<file path="src/rtl/regfile_stack_ctrl_pkg.sv">
// Shared definitions for the register file / stack controller: flag bit
// positions, general register indices and stack sequencer state encodings.
package regfile_stack_ctrl_pkg;

    localparam int unsigned FLAG_C = 0;
    localparam int unsigned FLAG_Z = 1;
    localparam int unsigned FLAG_I = 2;
    localparam int unsigned FLAG_D = 3;
    localparam int unsigned FLAG_B = 4;
    localparam int unsigned FLAG_V = 6;
    localparam int unsigned FLAG_N = 7;

    localparam int unsigned REG_ACC = 0;
    localparam int unsigned REG_X   = 1;
    localparam int unsigned REG_Y   = 2;

    typedef enum logic [1:0] {
        ST_IDLE = 2'd0,
        ST_PUSH = 2'd1,
        ST_POP  = 2'd2
    } stk_state_e;

endpackage

</file>
<file path="src/rtl/regfile_stack_seq.sv">
// Stack sequencer: owns SP and occupancy, runs push/pop through a req/ack
// memory port and flags overflow/underflow on rejected requests.
module regfile_stack_seq
    import regfile_stack_ctrl_pkg::*;
#(
    parameter int unsigned DATA_W     = 8,
    parameter int unsigned ADDR_W     = 16,
    parameter int unsigned STACK_PAGE = 1
) (
    input  logic              clk,
    input  logic              reset_n,
    input  logic              sp_write,
    input  logic [DATA_W-1:0] sp_wdata,
    output logic [DATA_W-1:0] sp_out,
    input  logic              push_req,
    input  logic              pop_req,
    input  logic [DATA_W-1:0] push_data,
    output logic              stk_busy,
    output logic [DATA_W-1:0] pop_data,
    output logic              pop_valid,
    output logic              stk_ovf,
    output logic              stk_unf,
    output logic              mem_req,
    output logic              mem_we,
    output logic [ADDR_W-1:0] mem_addr,
    output logic [DATA_W-1:0] mem_wdata,
    input  logic [DATA_W-1:0] mem_rdata,
    input  logic              mem_ack
);

    localparam int unsigned PAGE_W = ADDR_W - DATA_W;
    localparam int unsigned OCC_W  = DATA_W + 1;
    localparam logic [OCC_W-1:0]  OCC_FULL = {1'b1, {DATA_W{1'b0}}};
    localparam logic [OCC_W-1:0]  OCC_TOP  = {1'b0, {DATA_W{1'b1}}};
    localparam logic [PAGE_W-1:0] PAGE     = PAGE_W'(STACK_PAGE);

    stk_state_e        state_q, state_d;
    logic [DATA_W-1:0] sp_q, sp_d;
    logic [OCC_W-1:0]  occ_q, occ_d;
    logic [DATA_W-1:0] data_q, data_d;
    logic [DATA_W-1:0] pop_data_q, pop_data_d;
    logic              pop_valid_q, pop_valid_d;
    logic              ovf_q, ovf_d;
    logic              unf_q, unf_d;
    logic              mem_req_q, mem_req_d;
    logic              mem_we_q, mem_we_d;
    logic [ADDR_W-1:0] mem_addr_q, mem_addr_d;
    logic              busy_q, busy_d;
    logic [DATA_W-1:0] sp_addr;

    always_ff @(posedge clk or negedge reset_n) begin
        if (!reset_n) begin
            state_q     <= ST_IDLE;
            sp_q        <= '1;
            occ_q       <= '0;
            data_q      <= '0;
            pop_data_q  <= '0;
            pop_valid_q <= 1'b0;
            ovf_q       <= 1'b0;
            unf_q       <= 1'b0;
            mem_req_q   <= 1'b0;
            mem_we_q    <= 1'b0;
            mem_addr_q  <= '0;
            busy_q      <= 1'b0;
        end else begin
            state_q     <= state_d;
            sp_q        <= sp_d;
            occ_q       <= occ_d;
            data_q      <= data_d;
            pop_data_q  <= pop_data_d;
            pop_valid_q <= pop_valid_d;
            ovf_q       <= ovf_d;
            unf_q       <= unf_d;
            mem_req_q   <= mem_req_d;
            mem_we_q    <= mem_we_d;
            mem_addr_q  <= mem_addr_d;
            busy_q      <= busy_d;
        end
    end

    // Memory port outputs are decoded from the next state so they appear the
    // cycle after accept and drop the cycle after ack.
    always_comb begin
        state_d     = state_q;
        sp_d        = sp_q;
        occ_d       = occ_q;
        data_d      = data_q;
        pop_data_d  = pop_data_q;
        pop_valid_d = 1'b0;
        ovf_d       = 1'b0;
        unf_d       = 1'b0;

        unique case (state_q)
            ST_IDLE: begin
                if (push_req) begin
                    if (occ_q == OCC_FULL) begin
                        ovf_d = 1'b1;
                    end else begin
                        data_d  = push_data;
                        state_d = ST_PUSH;
                    end
                end else if (pop_req) begin
                    if (occ_q == '0) begin
                        unf_d = 1'b1;
                    end else begin
                        state_d = ST_POP;
                    end
                end else if (sp_write) begin
                    sp_d  = sp_wdata;
                    occ_d = OCC_TOP - OCC_W'(sp_wdata);
                end
            end
            ST_PUSH: begin
                if (mem_ack) begin
                    sp_d    = sp_q - DATA_W'(1);
                    occ_d   = occ_q + OCC_W'(1);
                    state_d = ST_IDLE;
                end
            end
            ST_POP: begin
                if (mem_ack) begin
                    pop_data_d  = mem_rdata;
                    pop_valid_d = 1'b1;
                    sp_d        = sp_q + DATA_W'(1);
                    occ_d       = occ_q - OCC_W'(1);
                    state_d     = ST_IDLE;
                end
            end
            default: state_d = ST_IDLE;
        endcase

        sp_addr    = (state_d == ST_POP) ? sp_d + DATA_W'(1) : sp_d;
        mem_req_d  = (state_d != ST_IDLE);
        mem_we_d   = (state_d == ST_PUSH);
        mem_addr_d = {PAGE, sp_addr};
        busy_d     = (state_d != ST_IDLE);
    end

    assign sp_out    = sp_q;
    assign stk_busy  = busy_q;
    assign pop_data  = pop_data_q;
    assign pop_valid = pop_valid_q;
    assign stk_ovf   = ovf_q;
    assign stk_unf   = unf_q;
    assign mem_req   = mem_req_q;
    assign mem_we    = mem_we_q;
    assign mem_addr  = mem_addr_q;
    assign mem_wdata = data_q;

endmodule

</file>
<file path="src/rtl/regfile_stack_ctrl.sv">
// CPU register file (GPRs, PC, masked flags) with an attached stack
// sequencer driving a req/ack memory port.
module regfile_stack_ctrl
    import regfile_stack_ctrl_pkg::*;
#(
    parameter int unsigned DATA_W     = 8,
    parameter int unsigned ADDR_W     = 16,
    parameter int unsigned NUM_GPR    = 4,
    parameter int unsigned STACK_PAGE = 1,
    parameter int unsigned PC_RESET   = 0
) (
    input  logic                       clk,
    input  logic                       reset_n,
    input  logic                       wr_en,
    input  logic [$clog2(NUM_GPR)-1:0] wr_sel,
    input  logic [DATA_W-1:0]          wr_data,
    input  logic [$clog2(NUM_GPR)-1:0] rd_sel_a,
    input  logic [$clog2(NUM_GPR)-1:0] rd_sel_b,
    output logic [DATA_W-1:0]          rd_data_a,
    output logic [DATA_W-1:0]          rd_data_b,
    input  logic                       pc_load,
    input  logic                       pc_inc,
    input  logic [ADDR_W-1:0]          pc_load_val,
    output logic [ADDR_W-1:0]          pc_out,
    input  logic [DATA_W-1:0]          flags_mask,
    input  logic [DATA_W-1:0]          flags_in,
    output logic [DATA_W-1:0]          flags_out,
    input  logic                       sp_write,
    input  logic [DATA_W-1:0]          sp_wdata,
    output logic [DATA_W-1:0]          sp_out,
    input  logic                       push_req,
    input  logic                       pop_req,
    input  logic [DATA_W-1:0]          push_data,
    output logic                       stk_busy,
    output logic [DATA_W-1:0]          pop_data,
    output logic                       pop_valid,
    output logic                       stk_ovf,
    output logic                       stk_unf,
    output logic                       mem_req,
    output logic                       mem_we,
    output logic [ADDR_W-1:0]          mem_addr,
    output logic [DATA_W-1:0]          mem_wdata,
    input  logic [DATA_W-1:0]          mem_rdata,
    input  logic                       mem_ack
);

    localparam int unsigned SEL_W     = $clog2(NUM_GPR);
    localparam int unsigned GPR_SLOTS = 2 ** SEL_W;

    // Slots above NUM_GPR exist only so every select value decodes; they stay 0.
    logic [DATA_W-1:0] gpr_q [GPR_SLOTS];
    logic [ADDR_W-1:0] pc_q;
    logic [DATA_W-1:0] flags_q;

    always_ff @(posedge clk or negedge reset_n) begin
        if (!reset_n) begin
            for (int i = 0; i < GPR_SLOTS; i++) gpr_q[i] <= '0;
        end else if (wr_en) begin
            for (int i = 0; i < NUM_GPR; i++) begin
                if (wr_sel == SEL_W'(i)) gpr_q[i] <= wr_data;
            end
        end
    end

    always_ff @(posedge clk or negedge reset_n) begin
        if (!reset_n) begin
            pc_q <= ADDR_W'(PC_RESET);
        end else if (pc_load) begin
            pc_q <= pc_load_val;
        end else if (pc_inc) begin
            pc_q <= pc_q + ADDR_W'(1);
        end
    end

    always_ff @(posedge clk or negedge reset_n) begin
        if (!reset_n) begin
            flags_q <= '0;
        end else begin
            flags_q <= (flags_q & ~flags_mask) | (flags_in & flags_mask);
        end
    end

    assign rd_data_a = gpr_q[rd_sel_a];
    assign rd_data_b = gpr_q[rd_sel_b];
    assign pc_out    = pc_q;
    assign flags_out = flags_q;

    regfile_stack_seq #(
        .DATA_W     (DATA_W),
        .ADDR_W     (ADDR_W),
        .STACK_PAGE (STACK_PAGE)
    ) u_seq (
        .clk       (clk),
        .reset_n   (reset_n),
        .sp_write  (sp_write),
        .sp_wdata  (sp_wdata),
        .sp_out    (sp_out),
        .push_req  (push_req),
        .pop_req   (pop_req),
        .push_data (push_data),
        .stk_busy  (stk_busy),
        .pop_data  (pop_data),
        .pop_valid (pop_valid),
        .stk_ovf   (stk_ovf),
        .stk_unf   (stk_unf),
        .mem_req   (mem_req),
        .mem_we    (mem_we),
        .mem_addr  (mem_addr),
        .mem_wdata (mem_wdata),
        .mem_rdata (mem_rdata),
        .mem_ack   (mem_ack)
    );

endmodule
</file>
<file path="config.mk">
export PLATFORM = sky130hd
export DESIGN_NAME = regfile_stack_ctrl
export DESIGN_NICKNAME = d
export VERILOG_FILES = /design/src/rtl/regfile_stack_ctrl_pkg.sv /design/src/rtl/regfile_stack_seq.sv /design/src/rtl/regfile_stack_ctrl.sv
export SDC_FILE = /design/constraint.sdc
export NUM_CORES = 1
export LEC_CHECK = 0
export BUFFER_PORTS_ARGS = -buffer_cell sky130_fd_sc_hd__buf_2
export CAP_MARGIN = 20
export CORE_MARGIN = 10
export CORE_UTILIZATION = 34
export CTS_CLUSTER_SIZE = 10
export DETAILED_ROUTE_END_ITERATION = 10
export RECOVER_POWER = 25
export SYNTH_ARGS = -nofsm -noshare
export SYNTH_HDL_FRONTEND = slang
export SYNTH_HIERARCHICAL = 1
export SYNTH_SLANG_ARGS = --single-unit
</file>
<file path="constraint.sdc">
create_clock -name clk -period 3 [get_ports clk]
set_input_delay 0.15 -clock clk [delete_from_list [all_inputs] [get_ports clk]]
set_output_delay 0.15 -clock clk [all_outputs]
set_load 0.01 [all_outputs]
</file>
==> impl_metrics.prom, run 1 <==
# TYPE chip_impl_metric gauge
chip_impl_metric{name="postRouteAntennaNets",unit=""} 0
chip_impl_info{name="crit_path_top_delay_cell",value="sky130_fd_sc_hd__dfrtp_1"} 1
chip_impl_metric{name="route.met2.wl",unit="µm"} 7810
chip_impl_metric{name="timing.final.max_slew_violations",unit=""} 0
chip_impl_metric{name="relSlewSlack",unit="%"} 43.8
chip_impl_metric{name="clkSinkCount",unit=""} 105
chip_impl_metric{name="clk_latency",unit="ns"} 0.35
chip_impl_metric{name="cts_max_path_buffers",unit=""} 2
chip_impl_metric{name="worst_path_largest_cell_delay",unit="ns"} 0.42
chip_impl_metric{name="yosysUniqueCellTypes",unit=""} 71
chip_impl_info{name="run_status",value="complete, no violations"} 1
chip_impl_metric{name="initial_core_util",unit="%"} 34.9
chip_impl_info{name="cts_tree",value="yes"} 1
chip_impl_metric{name="synth_warnings",unit=""} 6
chip_impl_info{name="holdCritPathClass",value="in2reg"} 1
chip_impl_metric{name="clk_pin_slew_worst_paths",unit="ns"} 0.07
chip_impl_metric{name="detailedRoute.firstIterationViolations",unit=""} 190
chip_impl_metric{name="wl_met1",unit="µm"} 6340
chip_impl_info{name="dr.max_layer_used",value="met4"} 1
chip_impl_metric{name="synth.yosys.seq_area_share",unit="%"} 45.3
chip_impl_metric{name="std_cell_rows",unit=""} 47
chip_impl_metric{name="area_growth_syn_to_layout",unit="%"} 20.7
chip_impl_metric{name="chipHeight",unit="µm"} 151
chip_impl_metric{name="drcViolationCount",unit=""} 0
chip_impl_metric{name="tritoncts.num_buffers",unit=""} 9
chip_impl_metric{name="met3_length",unit="µm"} 1210
chip_impl_metric{name="fin_crit_sh",unit="%"} 88.9
chip_impl_metric{name="detailedPlace.worstSlack",unit="ns"} 0.372
chip_impl_metric{name="timing.final.setup_violations",unit=""} 0
chip_impl_metric{name="htreeDepth",unit=""} 3
chip_impl_metric{name="layout_min_cycle_time",unit="ns"} 2.67
chip_impl_metric{name="hold_violations",unit=""} 0
chip_impl_metric{name="tightest_slew",unit="ns"} 0.839
chip_impl_metric{name="synth_area_per_cell",unit="µm²"} 11.8
chip_impl_metric{name="postSynth.asyncResetShare",unit="%"} 100
chip_impl_info{name="nature_of_the_critical_path_startpoint",value="flip-flop"} 1
chip_impl_metric{name="grt_pass1_wl",unit="µm"} 24600
chip_impl_metric{name="antenna_found_initial",unit=""} 0
chip_impl_info{name="crit_family",value="compound AO/OA/AOI/OAI gates"} 1
chip_impl_metric{name="vias",unit=""} 4514
chip_impl_info{name="timing.critical_path.mode_cell",value="sky130_fd_sc_hd__ha_1"} 1
chip_impl_metric{name="finalNetCount",unit=""} 744
chip_impl_metric{name="avgViaCountPerCell",unit=""} 5.16
chip_impl_metric{name="power.density",unit="nW/µm²"} 875
chip_impl_metric{name="core_area",unit="µm²"} 16700
chip_impl_metric{name="pin_count",unit=""} 165
chip_impl_metric{name="clock.fmax",unit="GHz"} 0.375
chip_impl_metric{name="edff_count_synth",unit=""} 0
chip_impl_metric{name="grt_pass1_vias",unit=""} 4756
chip_impl_metric{name="post_cts.resized_instances",unit=""} 0
chip_impl_metric{name="dp_hpwl",unit="µm"} 11900
chip_impl_info{name="endpoint_kind",value="flip-flop"} 1
chip_impl_info{name="root_buffer_master",value="sky130_fd_sc_hd__clkbuf_16"} 1
chip_impl_metric{name="critical_path_peak_fanout",unit=""} 5
chip_impl_metric{name="synthesis.instances",unit=""} 495
chip_impl_metric{name="power",unit="mW"} 6.16
chip_impl_metric{name="worstPathBufferInverterCount",unit=""} 1
chip_impl_metric{name="post_cts.repair.setup_buffers",unit=""} 0
chip_impl_metric{name="firstDrtPassIters",unit=""} 5
chip_impl_metric{name="grt_overflow",unit=""} 0
chip_impl_metric{name="num_antenna_cells",unit=""} 0
chip_impl_info{name="timing.setup.critical_path_class",value="reg2reg"} 1
chip_impl_metric{name="drt_wl_total",unit="µm"} 15600
chip_impl_metric{name="setup_ws",unit="ns"} 0.332
chip_impl_metric{name="layout.core_utilization",unit="%"} 42.1
chip_impl_metric{name="post_synth_instance_area",unit="µm²"} 5830
chip_impl_metric{name="final.setup.tns",unit="ns"} 0
chip_impl_info{name="yosys_most_used_dff",value="sky130_fd_sc_hd__dfrtp_1"} 1
chip_impl_metric{name="finalWeightedCongestion",unit=""} 0.859
chip_impl_metric{name="grtUsageTotal",unit="%"} 13.4
chip_impl_metric{name="leakage",unit="nW"} 3.10
chip_impl_metric{name="die_width",unit="µm"} 151
chip_impl_metric{name="worst_ep_arrival_time",unit="ns"} 2.91
chip_impl_metric{name="max-vdd-ir-drop",unit="mV"} 0.491
chip_impl_metric{name="finalClockSkew",unit="ns"} 0.00705
chip_impl_info{name="worstPathCellList",value="inv_1, ha_1, ha_1, nor2b_1, o21ai_0, a21oi_1, o31a_1, xnor2_1, mux2_2, a22o_1"} 1
chip_impl_metric{name="timing.max_cap.violations",unit=""} 0
chip_impl_metric{name="worstPathRequired",unit="ns"} 3.24
chip_impl_metric{name="floorplan.die_area",unit="µm²"} 22800
chip_impl_metric{name="grt_max_degree",unit=""} 63
chip_impl_metric{name="post_route_cells_drive_above_1_share",unit="%"} 38.2
chip_impl_info{name="setup_repair_after_global_routing_missed_its_margin",value="false"} 1
chip_impl_metric{name="port-buffer-count",unit=""} 157
chip_impl_metric{name="wire_per_inst",unit="µm"} 17.8
chip_impl_metric{name="synth_seq_cells",unit=""} 105
repair_timing:
| item | in CTS | in global routing |
|---|---|---|
| hold buffers | 3 | 0 |
| setup endpoints to repair | 0 | 0 |
| hold endpoints to repair | 63 | 0 |
stage by stage:
stage	area [µm²]	instances	hold slack, ns
floorplan	5850	501	-0.146
global placement	6780	855	0.283
detailed placement	6780	855	0.303
CTS	7090	874	0.00280
global route	7040	874	0.0159
finish	7040	874	0.0151
layout make-up:
cell class                 instances  area, µm²
clock buffer                      11        233
fill                            1640       9670
timing repair buffer             166        826
inverter                          23       86.3
tap                              220        275
sequential                       105       2640
multi-input combinational        344       2940
clock inverter                     5       41.3
metal layers:
metal  vias to the layer above  global-route usage [%]
met4                         0                    4.91
met5                         -                       0
met1                      2256                    15.2
li1                       2097                       -
met3                        18                    4.06
met2                       143                    23.3
power by group:
part	leakage (nW)	switching, mW	internal [mW]	total, mW
combinational	1.71	1.53	1.24	2.77
sequential	1.26	0.379	1.87	2.25
clock	0.126	0.561	0.571	1.13
worst paths after layout:
check	start	end	slack (ns)	cells after the start
max	u_seq/state_q[0]$_DFF_PN0_	u_seq/occ_q[8]$_DFFE_PN0P_	0.33	10
max reg2reg	u_seq/state_q[0]$_DFF_PN0_	u_seq/occ_q[8]$_DFFE_PN0P_	0.33	10
min reg2reg	flip-flop	flip-flop	0.51	1
max in group asynchronous	reset_n	u_seq/sp_out[1]$_DFF_PN1_	1.78	3
min in group asynchronous	reset_n	gpr_q[31]$_DFFE_PN0P_	0.43	2
min	pc_load_val[5]	pc_out[5]$_DFFE_PN0P_	0.02	3
synth_stat cells, types with 8 or more instances:
master                      n  area, µm²
sky130_fd_sc_hd__dfrtp_1   97       2430
sky130_fd_sc_hd__mux2_2    61        687
sky130_fd_sc_hd__nand2_1   41        154
sky130_fd_sc_hd__inv_1     23       86.3
sky130_fd_sc_hd__xnor2_1   23        201
sky130_fd_sc_hd__nor2_1    22       82.6
sky130_fd_sc_hd__o21ai_0   19       95.1
sky130_fd_sc_hd__mux4_2    16        360
sky130_fd_sc_hd__ha_1      15        188
sky130_fd_sc_hd__nor3_1    15       75.1
sky130_fd_sc_hd__a21oi_1   14       70.1
sky130_fd_sc_hd__xor2_1    11       96.3
sky130_fd_sc_hd__buf_4      9       67.6
sky130_fd_sc_hd__clkbuf_1   8       30.0
sky130_fd_sc_hd__dfstp_2    8        210
sky130_fd_sc_hd__nor4_2     8        100
placed cells by master, fill, tap and decap left out, types with 9 or more instances in the layout:
cell	count
sky130_fd_sc_hd__inv_1	23
sky130_fd_sc_hd__mux4_2	16
sky130_fd_sc_hd__buf_2	116
sky130_fd_sc_hd__a21oi_1	14
sky130_fd_sc_hd__mux2_2	61
sky130_fd_sc_hd__nor2_1	22
sky130_fd_sc_hd__nor3_1	15
sky130_fd_sc_hd__clkbuf_1	42
sky130_fd_sc_hd__nand2_1	41
sky130_fd_sc_hd__dfrtp_1	97
sky130_fd_sc_hd__ha_1	15
sky130_fd_sc_hd__xor2_1	11
sky130_fd_sc_hd__o21ai_0	19
sky130_fd_sc_hd__xnor2_1	23
sky130_fd_sc_hd__clkbuf_16	9
state kept, by name, indices dropped and copies added (netlist names), 2 cells and up, named ones only:
register / flops
u_seq/occ_q: 9
u_seq/pop_data: 8
u_seq/mem_addr: 9
u_seq/mem_wdata: 8
u_seq/sp_out: 8
pc_out: 16
u_seq/state_q: 2
gpr_q: 32
cells by family (layout without fill, tap and decap cells):
family | Yosys count | count (layout) | synth area share [%]
and+or+nand+nor | 135 | 135 | 14.4
DFF | 105 | 105 | 45.3
muxes | 80 | 80 | 18.5
AOI/OAI and AO/OA | 71 | 71 | 8.27
buffers and inverters | 52 | 205 | 4.74
xor gates and xnor gates | 34 | 34 | 5.11
adders and majority gates | 16 | 16 | 3.56
other | 2 | 8 | 0.129
tightest hold or removal path: stages:
cell and delay (ns):
sky130_fd_sc_hd__buf_2 0.08, sky130_fd_sc_hd__nand2_1 0.04, sky130_fd_sc_hd__o21ai_0 0.06
Power figures use the tool's default switching activity.
==> inputs of run 2 (changes only) <==
--- a/config.mk
+++ b/config.mk
@@ -7,10 +7,13 @@
 export LEC_CHECK = 0
 export BUFFER_PORTS_ARGS = -buffer_cell sky130_fd_sc_hd__buf_2
 export CAP_MARGIN = 20
+export CELL_PAD_IN_SITES_DETAIL_PLACEMENT = 0
+export CELL_PAD_IN_SITES_GLOBAL_PLACEMENT = 1
 export CORE_MARGIN = 10
 export CORE_UTILIZATION = 34
 export CTS_CLUSTER_SIZE = 10
 export DETAILED_ROUTE_END_ITERATION = 10
+export PLACE_DENSITY_LB_ADDON = 0.1
 export RECOVER_POWER = 25
 export SYNTH_ARGS = -nofsm -noshare
 export SYNTH_HDL_FRONTEND = slang
==> run 2 against run 1 <==
Net effect: the flow now finishes with violations (max-capacitance violations, max-slew violations); global-route usage grew 0.61 points; first-iteration DRC count up 48%; critical path depth increased by 1; die area unchanged; critical path type unchanged; largest cell class unchanged.
==> impl_metrics.prom, run 2 (synthesis gave the netlist of run 1 again) <==
# TYPE chip_impl_metric gauge
chip_impl_info{name="cts_tree",value="yes"} 1
chip_impl_metric{name="hold_violations",unit=""} 0
chip_impl_metric{name="multi_input_area",unit="µm²"} 2940
chip_impl_metric{name="fin_cells",unit=""} 880
chip_impl_info{name="violated_checks",value="max-capacitance violations, max-slew violations"} 1
chip_impl_metric{name="clk_pin_slew_worst_paths",unit="ns"} 0.08
chip_impl_metric{name="firstDrtPassIters",unit=""} 4
chip_impl_metric{name="core_area",unit="µm²"} 16700
chip_impl_metric{name="chipHeight",unit="µm"} 151
chip_impl_metric{name="flip_flop_count_of_the_largest_register_after_layout",unit=""} 32
chip_impl_metric{name="dp_hpwl",unit="µm"} 12200
chip_impl_metric{name="relSlewSlack",unit="%"} -6.99
chip_impl_info{name="root_buffer_master",value="sky130_fd_sc_hd__clkbuf_16"} 1
chip_impl_info{name="max_flop_register",value="gpr_q"} 1
chip_impl_metric{name="clk_latency",unit="ns"} 0.36
chip_impl_metric{name="worstPathRequired",unit="ns"} 3.25
chip_impl_metric{name="grt_overflow",unit=""} 0
chip_impl_metric{name="htreeDepth",unit=""} 3
chip_impl_metric{name="detailedRoute.firstIterationViolations",unit=""} 281
chip_impl_metric{name="fin_crit_sh",unit="%"} 90.2
chip_impl_metric{name="timing.hold.ws",unit="ns"} 0.0157
chip_impl_info{name="timing.setup.critical_path_class",value="reg2reg"} 1
chip_impl_metric{name="critical_path_peak_fanout",unit=""} 12
chip_impl_info{name="holdCritPathClass",value="in2reg"} 1
chip_impl_metric{name="layout.core_utilization",unit="%"} 42.6
chip_impl_info{name="leading_cell_types_in_the_layout_fill_and_taps_excluded",value="120 x sky130_fd_sc_hd__buf_2, 97 x sky130_fd_sc_hd__dfrtp_1, 61 x sky130_fd_sc_hd__mux2_2, 41 x sky130_fd_sc_hd__nand2_1, 36 x sky130_fd_sc_hd__clkbuf_1"} 1
chip_impl_metric{name="floorplan.die_area",unit="µm²"} 22800
chip_impl_metric{name="placed_cells",unit=""} 855
chip_impl_metric{name="detailedPlace.worstSlack",unit="ns"} 0.312
chip_impl_metric{name="grt_pass1_wl",unit="µm"} 25100
chip_impl_metric{name="avgViaCountPerCell",unit=""} 4.93
chip_impl_metric{name="timing.final.setup_violations",unit=""} 0
chip_impl_metric{name="leakage",unit="nW"} 3.15
chip_impl_metric{name="post_route_cells_drive_above_1_share",unit="%"} 38.8
chip_impl_metric{name="antenna_found_initial",unit=""} 0
chip_impl_metric{name="grtUsageTotal",unit="%"} 14.0
chip_impl_metric{name="post_cts.repair.setup_buffers",unit=""} 0
chip_impl_metric{name="drt_wl_total",unit="µm"} 16100
chip_impl_metric{name="std_cell_rows",unit=""} 47
chip_impl_metric{name="tightest_slew",unit="ns"} 1.60
chip_impl_metric{name="initial_core_util",unit="%"} 34.9
chip_impl_info{name="endpoint_kind",value="flip-flop"} 1
chip_impl_metric{name="clkSinkCount",unit=""} 105
chip_impl_metric{name="finalNetCount",unit=""} 750
chip_impl_metric{name="final.setup.tns",unit="ns"} 0
chip_impl_metric{name="grt_max_degree",unit=""} 62
chip_impl_info{name="run_status",value="finished with violations"} 1
chip_impl_metric{name="timing.final.max_slew_violations",unit=""} 62
chip_impl_metric{name="num_antenna_cells",unit=""} 0
chip_impl_info{name="layout.cells.most_common",value="sky130_fd_sc_hd__buf_2"} 1
chip_impl_metric{name="final.fill_count",unit=""} 1661
chip_impl_info{name="nature_of_the_critical_path_startpoint",value="flip-flop"} 1
chip_impl_metric{name="wire_per_inst",unit="µm"} 18.2
chip_impl_metric{name="drcViolationCount",unit=""} 0
chip_impl_metric{name="pin_count",unit=""} 165
chip_impl_metric{name="sequential_cell_area",unit="µm²"} 2640
chip_impl_metric{name="clock.fmax",unit="GHz"} 0.370
chip_impl_metric{name="finalClockSkew",unit="ns"} 0.00875
chip_impl_metric{name="grt_pass1_vias",unit=""} 4477
chip_impl_metric{name="cts_max_path_buffers",unit=""} 2
chip_impl_metric{name="layout_min_cycle_time",unit="ns"} 2.71
chip_impl_metric{name="max-vdd-ir-drop",unit="mV"} 0.469
chip_impl_metric{name="die_width",unit="µm"} 151
chip_impl_metric{name="postRouteAntennaNets",unit=""} 0
chip_impl_metric{name="tritoncts.num_buffers",unit=""} 9
chip_impl_metric{name="power.density",unit="nW/µm²"} 872
chip_impl_metric{name="timing.max_cap.violations",unit=""} 1
chip_impl_metric{name="finalWeightedCongestion",unit=""} 0.827
chip_impl_metric{name="vias",unit=""} 4337
chip_impl_metric{name="area_growth_syn_to_layout",unit="%"} 22.0
chip_impl_metric{name="port-buffer-count",unit=""} 157
chip_impl_metric{name="setup_ws",unit="ns"} 0.294
chip_impl_metric{name="worst_ep_arrival_time",unit="ns"} 2.96
[run 2: changes by cell type in the layout (fill, tap and decap cells not counted), moves of 2 or more]
cell                            previous run  this run
sky130_fd_sc_hd__clkinv_4                  2         0
sky130_fd_sc_hd__dlygate4sd3_1             3         9
sky130_fd_sc_hd__inv_8                     0         2
sky130_fd_sc_hd__clkbuf_1                 42        36
sky130_fd_sc_hd__buf_2                   116       120
[run 2: cell type report]
| class | count | share of cell area [%] |
|---|---|---|
| Clock inverter | 6 | 0.844 |
| Inverter | 23 | 1.21 |
| Tap cell | 220 | 3.87 |
| Timing Repair Buffer | 172 | 12.3 |
| Sequential cell | 105 | 37.1 |
| Clock buffer | 10 | 3.36 |
| Multi-Input combinational cell | 344 | 41.3 |
[run 2: final timing paths]
path	end	start	slack (ns)	cells after the start
worst max-delay path	u_seq/occ_q[7]$_DFFE_PN0P_	u_seq/state_q[0]$_DFF_PN0_	0.29	11
worst min-delay path	pc_out[8]$_DFFE_PN0P_	pc_load_val[8]	0.02	3
worst max register to register	u_seq/occ_q[7]$_DFFE_PN0P_	u_seq/state_q[0]$_DFF_PN0_	0.29	11
worst min register to register	u_seq/pop_data[3]$_DFFE_PN0P_	u_seq/pop_data[3]$_DFFE_PN0P_	0.51	1
max in group asynchronous	u_seq/mem_wdata[2]$_DFFE_PN0P_	reset_n	1.14	3
min in group asynchronous	gpr_q[28]$_DFFE_PN0P_	reset_n	0.71	2
[run 2: per-stage QoR]
step / power (mW) / cell area, µm²
after floorplan: 4.19 / 5850
after global placement: 5.07 / 6770
after detailed placement: 5.08 / 6770
after CTS: 6.33 / 7160
after global routing: 6.69 / 7110
final: 6.20 / 7110
[run 2: power breakdown]
group	switching [mW]	leakage (nW)	internal, mW
Sequential	0.375	1.26	1.87
Clock	0.595	0.146	0.608
Combinational	1.52	1.74	1.23
Total	2.49	3.15	3.71
[run 2: routing by layer]
metal	up-vias	part of all wire (%)	global-route usage [%]
li1	2101	-	-
met1	2121	42	17.2
met4	0	1.2	4.48
met5	-	0	0
met3	11	6.3	3.16
met2	104	50	23.9
[run 2: what timing repair did]
action | CTS | global route
endpoints found under the hold margin | 63 | 0
resized for setup | 0 | 1
hold buffers | 9 | 0
setup endpoints to repair | 0 | 1
[run 2: critical path, cell delays in order (launching register included)]
cell and delay [ns]:
sky130_fd_sc_hd__dfrtp_1 0.43, sky130_fd_sc_hd__inv_1 0.08, sky130_fd_sc_hd__ha_1 0.26, sky130_fd_sc_hd__buf_4 0.21, sky130_fd_sc_hd__ha_1 0.27, sky130_fd_sc_hd__a21o_1 0.17
sky130_fd_sc_hd__a21oi_1 0.21, sky130_fd_sc_hd__o21ai_0 0.16, sky130_fd_sc_hd__a2111oi_1 0.45, sky130_fd_sc_hd__nor3_1 0.13, sky130_fd_sc_hd__mux2i_1 0.16, sky130_fd_sc_hd__nand2_1 0.06
==> inputs of run 3 (changes only) <==
--- a/config.mk
+++ b/config.mk
@@ -14,7 +14,6 @@
 export CTS_CLUSTER_SIZE = 10
 export DETAILED_ROUTE_END_ITERATION = 10
 export PLACE_DENSITY_LB_ADDON = 0.1
-export RECOVER_POWER = 25
 export SYNTH_ARGS = -nofsm -noshare
 export SYNTH_HDL_FRONTEND = slang
 export SYNTH_HIERARCHICAL = 1
==> run 3 against run 2 <==
Net effect: the flow now finishes without violations; critical path depth unchanged; non-clock buffer count unchanged; first-iteration DRC count down 2.8%; final cell count unchanged; largest cell class unchanged; largest power group unchanged.
==> impl_metrics.prom, run 3 (synthesis gave the netlist of run 1 again) <==
# TYPE chip_impl_metric gauge
chip_impl_metric{name="post_route_cells_drive_above_1_share",unit="%"} 44.2
chip_impl_metric{name="clk_pin_slew_worst_paths",unit="ns"} 0.08
chip_impl_metric{name="tritoncts.num_buffers",unit=""} 9
chip_impl_metric{name="layout_cell_area_excl_fill",unit="µm²"} 7160
chip_impl_metric{name="dp_hpwl",unit="µm"} 12200
chip_impl_metric{name="p_clk_share",unit="%"} 19.3
chip_impl_metric{name="cts_max_path_buffers",unit=""} 2
chip_impl_info{name="run_status",value="complete, no violations"} 1
chip_impl_info{name="layout.cells.most_common",value="sky130_fd_sc_hd__buf_2"} 1
chip_impl_info{name="leading_cell_types_in_the_layout_fill_and_taps_excluded",value="156 x sky130_fd_sc_hd__buf_2, 97 x sky130_fd_sc_hd__dfrtp_1, 61 x sky130_fd_sc_hd__mux2_2, 41 x sky130_fd_sc_hd__nand2_1"} 1
chip_impl_metric{name="htreeDepth",unit=""} 3
chip_impl_metric{name="area_growth_syn_to_layout",unit="%"} 22.8
chip_impl_metric{name="vias",unit=""} 4328
chip_impl_metric{name="pin_count",unit=""} 165
chip_impl_metric{name="grtUsageTotal",unit="%"} 14.0
chip_impl_metric{name="switching_share",unit="%"} 39.9
chip_impl_metric{name="postRouteAntennaNets",unit=""} 0
chip_impl_metric{name="die_width",unit="µm"} 151
chip_impl_metric{name="clkSinkCount",unit=""} 105
chip_impl_metric{name="relSlewSlack",unit="%"} 38.8
chip_impl_metric{name="finalClockSkew",unit="ns"} 0.00959
chip_impl_metric{name="placedInstanceArea",unit="µm²"} 6770
chip_impl_metric{name="combinationalPowerShare",unit="%"} 44.8
chip_impl_info{name="holdCritPathClass",value="in2reg"} 1
chip_impl_metric{name="chipHeight",unit="µm"} 151
chip_impl_info{name="worstPathCellList",value="inv_1, ha_1, buf_4, ha_1, a21o_1, a21oi_1, o21ai_0, a2111oi_1, nor3_1, mux2i_1, nand2_1"} 1
chip_impl_metric{name="critical_path_peak_fanout",unit=""} 12
chip_impl_metric{name="grt_pass1_vias",unit=""} 4477
chip_impl_metric{name="post_cts.repair.setup_buffers",unit=""} 0
chip_impl_metric{name="finalWeightedCongestion",unit=""} 0.827
chip_impl_metric{name="initial_core_util",unit="%"} 34.9
chip_impl_metric{name="fin_crit_sh",unit="%"} 90.2
chip_impl_metric{name="grt_overflow",unit=""} 0
chip_impl_metric{name="leakage",unit="nW"} 3.26
chip_impl_metric{name="grt_pass1_wl",unit="µm"} 25100
chip_impl_info{name="root_buffer_master",value="sky130_fd_sc_hd__clkbuf_16"} 1
chip_impl_metric{name="internal_power",unit="mW"} 3.75
chip_impl_info{name="crit_path_top_delay_cell",value="sky130_fd_sc_hd__a2111oi_1"} 1
chip_impl_metric{name="power",unit="mW"} 6.24
chip_impl_metric{name="layout_min_cycle_time",unit="ns"} 2.71
chip_impl_metric{name="drt_wl_total",unit="µm"} 16000
chip_impl_metric{name="detailedRoute.firstIterationViolations",unit=""} 273
chip_impl_metric{name="drcViolationCount",unit=""} 0
chip_impl_metric{name="std_cell_rows",unit=""} 47
chip_impl_metric{name="multi_input_area",unit="µm²"} 2940
chip_impl_metric{name="timing.final.max_slew_violations",unit=""} 0
chip_impl_metric{name="timing.max_cap.violations",unit=""} 0
chip_impl_metric{name="clock.fmax",unit="GHz"} 0.370
chip_impl_metric{name="tightest_slew",unit="ns"} 0.914
chip_impl_info{name="nature_of_the_critical_path_startpoint",value="flip-flop"} 1
chip_impl_metric{name="port-buffer-count",unit=""} 157
chip_impl_metric{name="floorplan.die_area",unit="µm²"} 22800
chip_impl_metric{name="pwr-share-seq",unit="%"} 35.9
chip_impl_metric{name="worstPathBufferInverterCount",unit=""} 2
chip_impl_metric{name="timing.final.setup_violations",unit=""} 0
chip_impl_info{name="timing.critical_path.mode_cell",value="sky130_fd_sc_hd__ha_1"} 1
chip_impl_info{name="cts_tree",value="yes"} 1
chip_impl_metric{name="timing.hold.ws",unit="ns"} 0.0152
chip_impl_metric{name="final.fill_count",unit=""} 1648
chip_impl_metric{name="antenna_found_initial",unit=""} 0
chip_impl_metric{name="power.density",unit="nW/µm²"} 872
chip_impl_metric{name="flip_flop_count_of_the_largest_register_after_layout",unit=""} 32
chip_impl_info{name="max_flop_register",value="gpr_q"} 1
chip_impl_metric{name="avgViaCountPerCell",unit=""} 4.92
chip_impl_metric{name="worst_ep_arrival_time",unit="ns"} 2.96
chip_impl_metric{name="core_area",unit="µm²"} 16700
chip_impl_metric{name="hold_violations",unit=""} 0
chip_impl_metric{name="worst_path_largest_cell_delay",unit="ns"} 0.45
chip_impl_metric{name="switchingPower",unit="mW"} 2.49
chip_impl_info{name="crit_family",value="compound AO/OA/AOI/OAI gates"} 1
chip_impl_metric{name="num_antenna_cells",unit=""} 0
chip_impl_metric{name="sequential_cell_area",unit="µm²"} 2640
chip_impl_metric{name="firstDrtPassIters",unit=""} 4
chip_impl_info{name="endpoint_kind",value="flip-flop"} 1
chip_impl_metric{name="layout.core_utilization",unit="%"} 42.9
chip_impl_metric{name="wire_per_inst",unit="µm"} 18.2
chip_impl_metric{name="clk_latency",unit="ns"} 0.36
chip_impl_metric{name="worstPathRequired",unit="ns"} 3.25
chip_impl_metric{name="grt_max_degree",unit=""} 62
chip_impl_metric{name="finalNetCount",unit=""} 750
chip_impl_metric{name="max-vdd-ir-drop",unit="mV"} 0.468
chip_impl_info{name="timing.setup.critical_path_class",value="reg2reg"} 1
[run 3: worst paths after layout]
check / startpoint / end / slack [ns] / cells after the start
max in group asynchronous: reset_n / u_seq/mem_wdata[2]$_DFFE_PN0P_ / 1.72 / 3
setup / recovery: u_seq/state_q[0]$_DFF_PN0_ / u_seq/occ_q[7]$_DFFE_PN0P_ / 0.29 / 11
hold / removal: pc_load_val[8] / pc_out[8]$_DFFE_PN0P_ / 0.02 / 3
hold reg to reg: u_seq/pop_data[3]$_DFFE_PN0P_ / u_seq/pop_data[3]$_DFFE_PN0P_ / 0.50 / 1
setup reg to reg: u_seq/state_q[0]$_DFF_PN0_ / u_seq/occ_q[7]$_DFFE_PN0P_ / 0.29 / 11
min in group asynchronous: reset_n / gpr_q[28]$_DFFE_PN0P_ / 0.41 / 2
[run 3: area by class of cell]
class / instances / share of cell area (%)
multi-input cells: 344 / 41.0
flip-flops and latches: 105 / 36.8
repair buffers: 172 / 12.9
well taps: 220 / 3.84
clock buffers: 10 / 3.34
inverters: 23 / 1.21
clock inverters: 6 / 0.839
[run 3: through the flow]
stage | instances | setup TNS, ns | setup slack [ns]
6_report | 880 | 0 | 0.294
5_1_grt | 880 | -0.00127 | -0.00127
4_1_cts | 880 | 0 | 0.292
3_5_place_dp | 855 | 0 | 0.312
3_3_place_gp | 855 | 0 | 0.369
2_1_floorplan | 501 | 0 | 0.302
[run 3: tightest hold or removal path, stage by stage]
cell	delay, ns
sky130_fd_sc_hd__buf_2	0.08
sky130_fd_sc_hd__nand2_1	0.04
sky130_fd_sc_hd__o21ai_1	0.06
[run 3: timing repair]
action	CTS	global route
hold buffers	9	0
endpoints found under the hold margin	63	0
resized for setup	0	1
endpoints found under the setup margin	0	1
[run 3: metal layers]
layer	up-vias	global-route usage, %	routed length (µm)
met5	-	0	0
met4	0	4.48	188
met3	11	3.16	997
met2	106	23.9	8030
met1	2109	17.2	6820
li1	2102	-	-
[run 3: power by group through the flow]
stage / clock network, mW / logic, mW / registers (mW)
after detailed placement: 0 / 2.81 / 2.27
after global routing: 1.30 / 3.11 / 2.31
after floorplan: 0 / 1.92 / 2.27
final: 1.20 / 2.80 / 2.24
after CTS: 1.25 / 2.83 / 2.24
after global placement: 0 / 2.81 / 2.26
